File: src/rtl/vs_fifo.sv
// vs_fifo: valid/stall FIFO placed directly downstream of a valid/stall skid buffer.
// Absorbs producer bursts and presents them in order to a stallable consumer. The
// upstream stall is registered and raised SKID entries before full, so items the
// producer delivers in its one-cycle stall reaction still find a free slot.
//
// Ports:
//   clk       clock, all state updates on posedge
//   rst       asynchronous reset, active-low
//   valid_us  upstream data valid
//   data_us   upstream payload
//   stall_us  registered stall to upstream
//   valid_ds  downstream data valid (a transfer happens every cycle it is 1)
//   data_ds   downstream payload, the FIFO head (0 when empty)
//   stall_ds  downstream stall
//   count     current occupancy, 0..DEPTH
//   overflow  sticky: a write was dropped because the FIFO was full
module vs_fifo #(
    parameter int unsigned WIDTH = 8,
    parameter int unsigned K     = 2,
    parameter int unsigned SKID  = 1
) (
    input  logic             clk,
    input  logic             rst,
    input  logic             valid_us,
    input  logic [WIDTH-1:0] data_us,
    output logic             stall_us,
    output logic             valid_ds,
    output logic [WIDTH-1:0] data_ds,
    input  logic             stall_ds,
    output logic [K:0]       count,
    output logic             overflow
);

    localparam int unsigned DEPTH    = 2 ** K;
    localparam logic [K:0]  STALL_AT = (K + 1)'(DEPTH - SKID);
    localparam logic [K:0]  PTR_ONE  = {{K{1'b0}}, 1'b1};

    logic [WIDTH-1:0] mem [DEPTH];

    logic [K:0] wptr_q, wptr_d;
    logic [K:0] rptr_q, rptr_d;
    logic       stall_us_q, stall_us_d;
    logic       overflow_q, overflow_d;

    logic       empty, full, push, pop;
    logic [K:0] count_next;

    // Pointers carry one extra wrap bit to tell full from empty.
    assign empty = (wptr_q == rptr_q);
    assign full  = (wptr_q[K] != rptr_q[K]) && (wptr_q[K-1:0] == rptr_q[K-1:0]);

    assign valid_ds = ~empty & ~stall_ds;
    assign pop      = valid_ds;
    // A pop in the same cycle frees the slot, so a write into a full FIFO still lands.
    assign push     = valid_us & (~full | pop);

    assign data_ds  = empty ? '0 : mem[rptr_q[K-1:0]];
    assign count    = wptr_q - rptr_q;
    assign stall_us = stall_us_q;
    assign overflow = overflow_q;

    always_comb begin
        wptr_d     = wptr_q;
        rptr_d     = rptr_q;
        overflow_d = overflow_q;
        if (push) begin
            wptr_d = wptr_q + PTR_ONE;
        end
        if (pop) begin
            rptr_d = rptr_q + PTR_ONE;
        end
        if (valid_us && full && !pop) begin
            overflow_d = 1'b1;
        end
        count_next = wptr_d - rptr_d;
        stall_us_d = (count_next >= STALL_AT);
    end

    always_ff @(posedge clk or negedge rst) begin
        if (!rst) begin
            wptr_q     <= '0;
            rptr_q     <= '0;
            stall_us_q <= 1'b0;
            overflow_q <= 1'b0;
        end else begin
            wptr_q     <= wptr_d;
            rptr_q     <= rptr_d;
            stall_us_q <= stall_us_d;
            overflow_q <= overflow_d;
        end
    end

    // Storage needs no reset: resetting the pointers empties the FIFO and masks data_ds.
    always_ff @(posedge clk) begin
        if (push) begin
            mem[wptr_q[K-1:0]] <= data_us;
        end
    end

endmodule

File: config.mk
export PLATFORM = sky130hd
export DESIGN_NAME = vs_fifo
export DESIGN_NICKNAME = d
export VERILOG_FILES = /design/src/rtl/vs_fifo.sv
export SDC_FILE = /design/constraint.sdc
export NUM_CORES = 1
export LEC_CHECK = 0
export ABC_AREA = 1
export CAP_MARGIN = 30
export CORE_MARGIN = 8
export CORE_UTILIZATION = 45
export DETAILED_ROUTE_END_ITERATION = 12
export DONT_BUFFER_PORTS = 1
export PLACE_DENSITY = 0.69
export SLEW_MARGIN = 20
export SYNTH_ARGS = -nofsm -noshare
export SYNTH_HDL_FRONTEND = slang
export SYNTH_SLANG_ARGS = --single-unit
File: constraint.sdc
create_clock -name clk -period 3 [get_ports clk]
set_input_delay 0 -clock clk [delete_from_list [all_inputs] [get_ports clk]]
set_output_delay 0 -clock clk [all_outputs]
set_load 0.01 [all_outputs]
# Word-level counts from Yosys, hierarchy flattened
# Memory sizes are Yosys's and may differ from the RTL's.
# Index checks and enable logic that the tools add are counted.
[word_totals]
mem_count = 1
mem_bits_rw = 32
mem_bits_ro = 0
latch_bits = 0
regBits = 8
[memory_table]
columns = ["name", "depth", "width", "read_ports", "rd_clocked_by_memory_dff", "wr", "line_no", "source"]
rows = [
  ["mem", 4, 8, 1, 0, 1, "38", "logic [WIDTH-1:0] mem [DEPTH];"],
]
[classes]
muxes = 5
reduce_logical = 4
shifts = 0
order_cmp = 1
bitwise_logic = 6
div = 0
n_eq_ne = 3
addsub = 4
multipliers = 0
[op_table]
columns = ["cell", "n"]
rows = [
  ["2-to-1 mux 8 bit", 1],
  ["adder 3 x 1 -> 3 bit (second input constant)", 2],
  ["2-to-1 mux 3 bit", 2],
  ["subtractor 3 bit", 2],
  ["== test 3 bit", 1],
  ["greater-or-equal comparator 3 x 2 -> 1 bit (second input constant)", 1],
  ["logical AND 1 bit", 3],
  ["NOT 1 bit", 3],
  ["bitwise AND 1 bit", 2],
  ["== test 2 bit", 1],
  ["2-to-1 mux 1 bit", 2],
  ["zero test 1 bit", 1],
  ["inequality test 1 bit", 1],
  ["OR 1 bit", 1],
]

# Depth between registers and ports, before layout
[logic_depth]
depth_word = 8
mapped_depth = 16

# Worst setup path before layout
# No wires, ideal clock.
[synth_path]
kind = "reg-to-reg"
startpoint = "reg rptr_q[1]"
endpoint = "reg stall_us_q (netlist: stall_us)"
arrival_time_ns = 2.538
t_required_ns = 2.932
path_stages_with_launch = 14
setup_slack_ns = 0.394
setup_time_ns = 0.068
period_less_slack_ns = 2.606
path_buffers = 1
cell_sequence = "dfrtp_1 buf_4 clkinv_1 ha_1 nand2_1 nor2_2 nand2_2 nand2_4 xor2_1 inv_1 ha_1 fa_1 or2_2 nand3_1"
[synth_via]
elab_chain_len = 8
elab_cells_between_ends = 13
cone_classes = "add/sub: 2; order compare: 1; eq/ne: 2; mux: 2; bitwise: 5; reduce/logical: 1"
[synth_rtl]
columns = ["element", "line_no", "source"]
rows = [
  ["from (decl)", "41", "logic [K:0] rptr_q, rptr_d;"],
  ["from (signal assigned)", "87", "rptr_q <= rptr_d;"],
  ["== test 3 bit / == test 2 bit (equally long branches)", "49, 50", ""],
  ["NOT 1 bit / logical AND 1 bit (equally long branches)", "52, 50", ""],
  ["bitwise AND 1 bit / NOT 1 bit (equally long branches)", "52, 55", ""],
  ["OR 1 bit *", "55", "assign push = valid_us & (~full | pop);"],
  ["bitwise AND 1 bit *", "55", ""],
  ["2-to-1 mux 3 bit *", "66", "if (push) begin"],
  ["via wptr_d[0]", "40", "logic [K:0] wptr_q, wptr_d;"],
  ["subtractor 3 bit *", "75", "count_next = wptr_d - rptr_d;"],
  ["greater-or-equal comparator 3 x 2 -> 1 bit *", "76", "stall_us_d = (count_next >= STALL_AT);"],
  ["via stall_us_d", "42", "logic stall_us_q, stall_us_d;"],
  ["to (signal assigned)", "88", "stall_us_q <= stall_us_d;"],
  ["to (decl)", "42", ""],
]
# Mark *: on every way through the listed nets, which the timed path passes. The rest lies on a longest branch.
# A chain may end at the register's enable or synchronous reset.

# Worst setup path after layout
[layout_path]
startpoint = "reg wptr_q[0]"
endpoint = "reg stall_us_q (netlist: stall_us)"
[layout_via]
elab_cells_between_ends = 13
cone_classes = "add/sub: 2; order compare: 1; eq/ne: 2; mux: 2; bitwise: 5; reduce/logical: 1"
[layout_rtl]
columns = ["element", "line_no", "source"]
rows = [
  ["from (decl)", "40", ""],
  ["from (signal assigned)", "86", "wptr_q <= wptr_d;"],
  ["== test 3 bit", "49", "assign empty = (wptr_q == rptr_q);"],
  ["NOT 1 bit", "52", "assign valid_ds = ~empty & ~stall_ds;"],
  ["bitwise AND 1 bit", "52", ""],
  ["via valid_ds", "27", "output logic valid_ds,"],
  ["2-to-1 mux 3 bit", "69", "if (pop) begin"],
  ["via rptr_d[0]", "41", ""],
  ["subtractor 3 bit", "75", ""],
  ["greater-or-equal comparator 3 x 2 -> 1 bit", "76", ""],
  ["via stall_us_d", "42", ""],
]
# The timed path passes the listed nets, and every way through them passes these cells.

==> impl_metrics.toml <==
[cts]
cts_tree = "yes"
cts-buffers-inserted = 5
ctsRootBufferMaster = "clkbuf_8"
cts.path.max_buffers = 2
cts_resized = 0
clock-sinks = 40
htree_levels = 2
worstSkewPairLatency_ps = 290
clk_pin_slew_worst_paths_ps = 80

[floorplan]
die-area_um2 = 6440
die_h_um = 80.3
core-area_um2 = 4000
ios = 26
start_util = 0.465
die_w_um = 80.3
rows = 23

[finish]
nets = 211
area_delta_synth_final_pct = 16.8
drive_above_1_share = 0.147
antenna_cells = 0
final_core_util = 0.543
fin_area_um2 = 2170

[synthesis]
yosysTopAreaCellShare = 0.517
yosysMostFrequentCell = "nor2_1"
ys_ff_latch = 40
syn_nets = 190
synth_ff_type = "edfxtp_1"
syn-cell-area_um2 = 1860
ys_warn_count = 0
syn-mean-instance-area_um2 = 11.1
syn_inst = 168
yosysTopAreaCell = "edfxtp_1"
synth_edf_count = 32
ys_async_sr_fraction = 0.200
ys_seq_area_frac = 0.624
synth_cell_type_count = 24
synth_common_cells = "37 x nor2_1, 32 x edfxtp_1, 18 x inv_1, 17 x o21ai_0, 10 x nand2_1"
synth_area_leaders = "edfxtp_1 52%, dfrtp_1 11%, nor2_1 7.5%, ha_1 5.4%, o21ai_0 4.6%"

[detailed_routing]
vias = 1228
ant_nets = 0
drtPass1Iterations = 4
drc = 0
wl_per_cell_um = 15.5
totalWireLength_um = 3720
detail_route.vias_per_cell = 5.12
drtIter0Drc = 74

[placement]
dp_hpwl_um = 2650
routabilityCongestion = 0.730
place_area_um2 = 1950
post-place-ws_ps = 401
io_buffers = 0

[critical_path]
worstSetupStartpointType = "register"
critPathKind = "register to register"
crit_family = "adder cells"
cp-end-kind = "register"
cp_slowest_cell = "dfrtp_1"
worst-path-buf-inv = 3
worst_ep_required_time_ps = 3230
cp_cell_sequence = "inv_1, ha_1, nand2_1, inv_1, nand3_2, inv_2, nor2_4, xor2_1, ha_1, fa_1, or2_2, nand3_1"
cp_data_arrival_time_ps = 2860
cp_max_fo = 9
max_stage_delay_ps = 410
r2r_slack_ps = 370

[job]
maxCapViolCount = 0

[sta]
finalHoldViolations = 0
fin_tns_setup_ps = 0
fin_hold_ws_ps = 51.6
fmax_ghz = 0.380
setup_violations = 0
fin_crit_sh = 0.877
rsz0062_at_grt = "no"
clock_skew_ps = 6.07
min_period_ps = 2630
setup_ws_ps = 368
worst_pin_slew_ps = 402
final_max_slew_viol_count = 0
relSlewSlack = 0.731

[power_and_ir_drop]
power_leakage_uw = 0.000881
max-vdd-ir-drop_v = 0.000620
cellPowerDensity_nw_per_um2 = 1090

[run_status]
status = "complete, no violations"

[global_routing]
grt_max_degree = 20
grtUsageTotal = 0.127
grt_pass1_vias = 1365
grt_pass1_wl_um = 6040
gr-total-overflow = 0
antenna_found_initial = 0

[min_path]
hold_path_class = "input pin to register"
-- sequential cells by signal, indices dropped and copies added, names as in the netlist --
register	count
mem	32
rptr_q	3
wptr_q	3
overflow	1
stall_us	1
-- cell families after synthesis --
group,after synthesis,synth area share
AOI/OAI and AO/OA,27,0.0767
xor gates and xnor gates,4,0.0188
adders and majority gates,10,0.0754
buffers and inverters,25,0.0552
DFF,40,0.624
and+or+nand+nor,62,0.149
-- metrics by stage --
step | std cells | total power (µW)
floorplan | 168 | 1670
global placement | 221 | 1900
detailed placement | 221 | 1960
CTS | 240 | 2410
global route | 240 | 2590
finish | 240 | 2380
-- path summary, 6_finish.rpt --
path | startpoint | to | cells after the start
setup / recovery | wptr_q[0] | stall_us | 12
hold / removal | stall_ds | overflow | 3
setup reg to reg | wptr_q[0] | stall_us | 12
hold reg to reg | overflow | overflow | 1
max in group asynchronous | rst | rptr_q[1] | 1
min in group asynchronous | rst | rptr_q[2] | 1
-- cells in the final DEF, fill, tap and decap left out, drive strengths merged --
| cell | count |
|---|---|
| dlygate4sd3 | 11 |
| bufinv | 1 |
| clkinv | 3 |
| nand3 | 6 |
| a21oi | 8 |
| a31o | 1 |
| fa | 2 |
| nor2 | 39 |
| buf | 7 |
| o21ai | 18 |
| inv | 20 |
| dfrtp | 8 |
| or2 | 1 |
| clkbuf | 5 |
| edfxtp | 32 |
| xor2 | 4 |
| ha | 8 |
| nand2 | 16 |
-- layout make-up --
type,instances,area (µm²)
inverter,21,78.8
fill,344,1830
tap,50,62.6
timing repair buffer,18,163
clock buffer,5,68.8
sequential,40,1160
multi-input combinational,103,596
clock inverter,3,42.5
-- what timing repair did --
item | CTS | global route
buffers inserted | 0 | 0
endpoints found under the hold margin | 46 | 0
hold buffers | 11 | 0
-- layer usage --
metal	vias to the layer above	track usage	wire, µm
met4	0	0.0709	85
met2	34	0.220	1950
met5	-	0	0
met3	10	0.0558	245
li1	596	-	-
met1	588	0.125	1450
-- worst register-to-register path, delay by kind of cell (launching register included) --
kind          cells  cell delay, ps
fa+ha+maj         3             880
simple gates      5             740
flops             1             410
buf+inv           3             320
xor+xnor          1             230
-- power by group --
| part | internal [µW] | switching (µW) | total, µW | leakage (µW) |
|---|---|---|---|---|
| Sequential | 757 | 68.7 | 825 | 0.000385 |
| Clock | 246 | 182 | 429 | 0.0000558 |
| Combinational | 371 | 751 | 1120 | 0.000441 |
No activity file was read; power rests on OpenSTA's default activity.
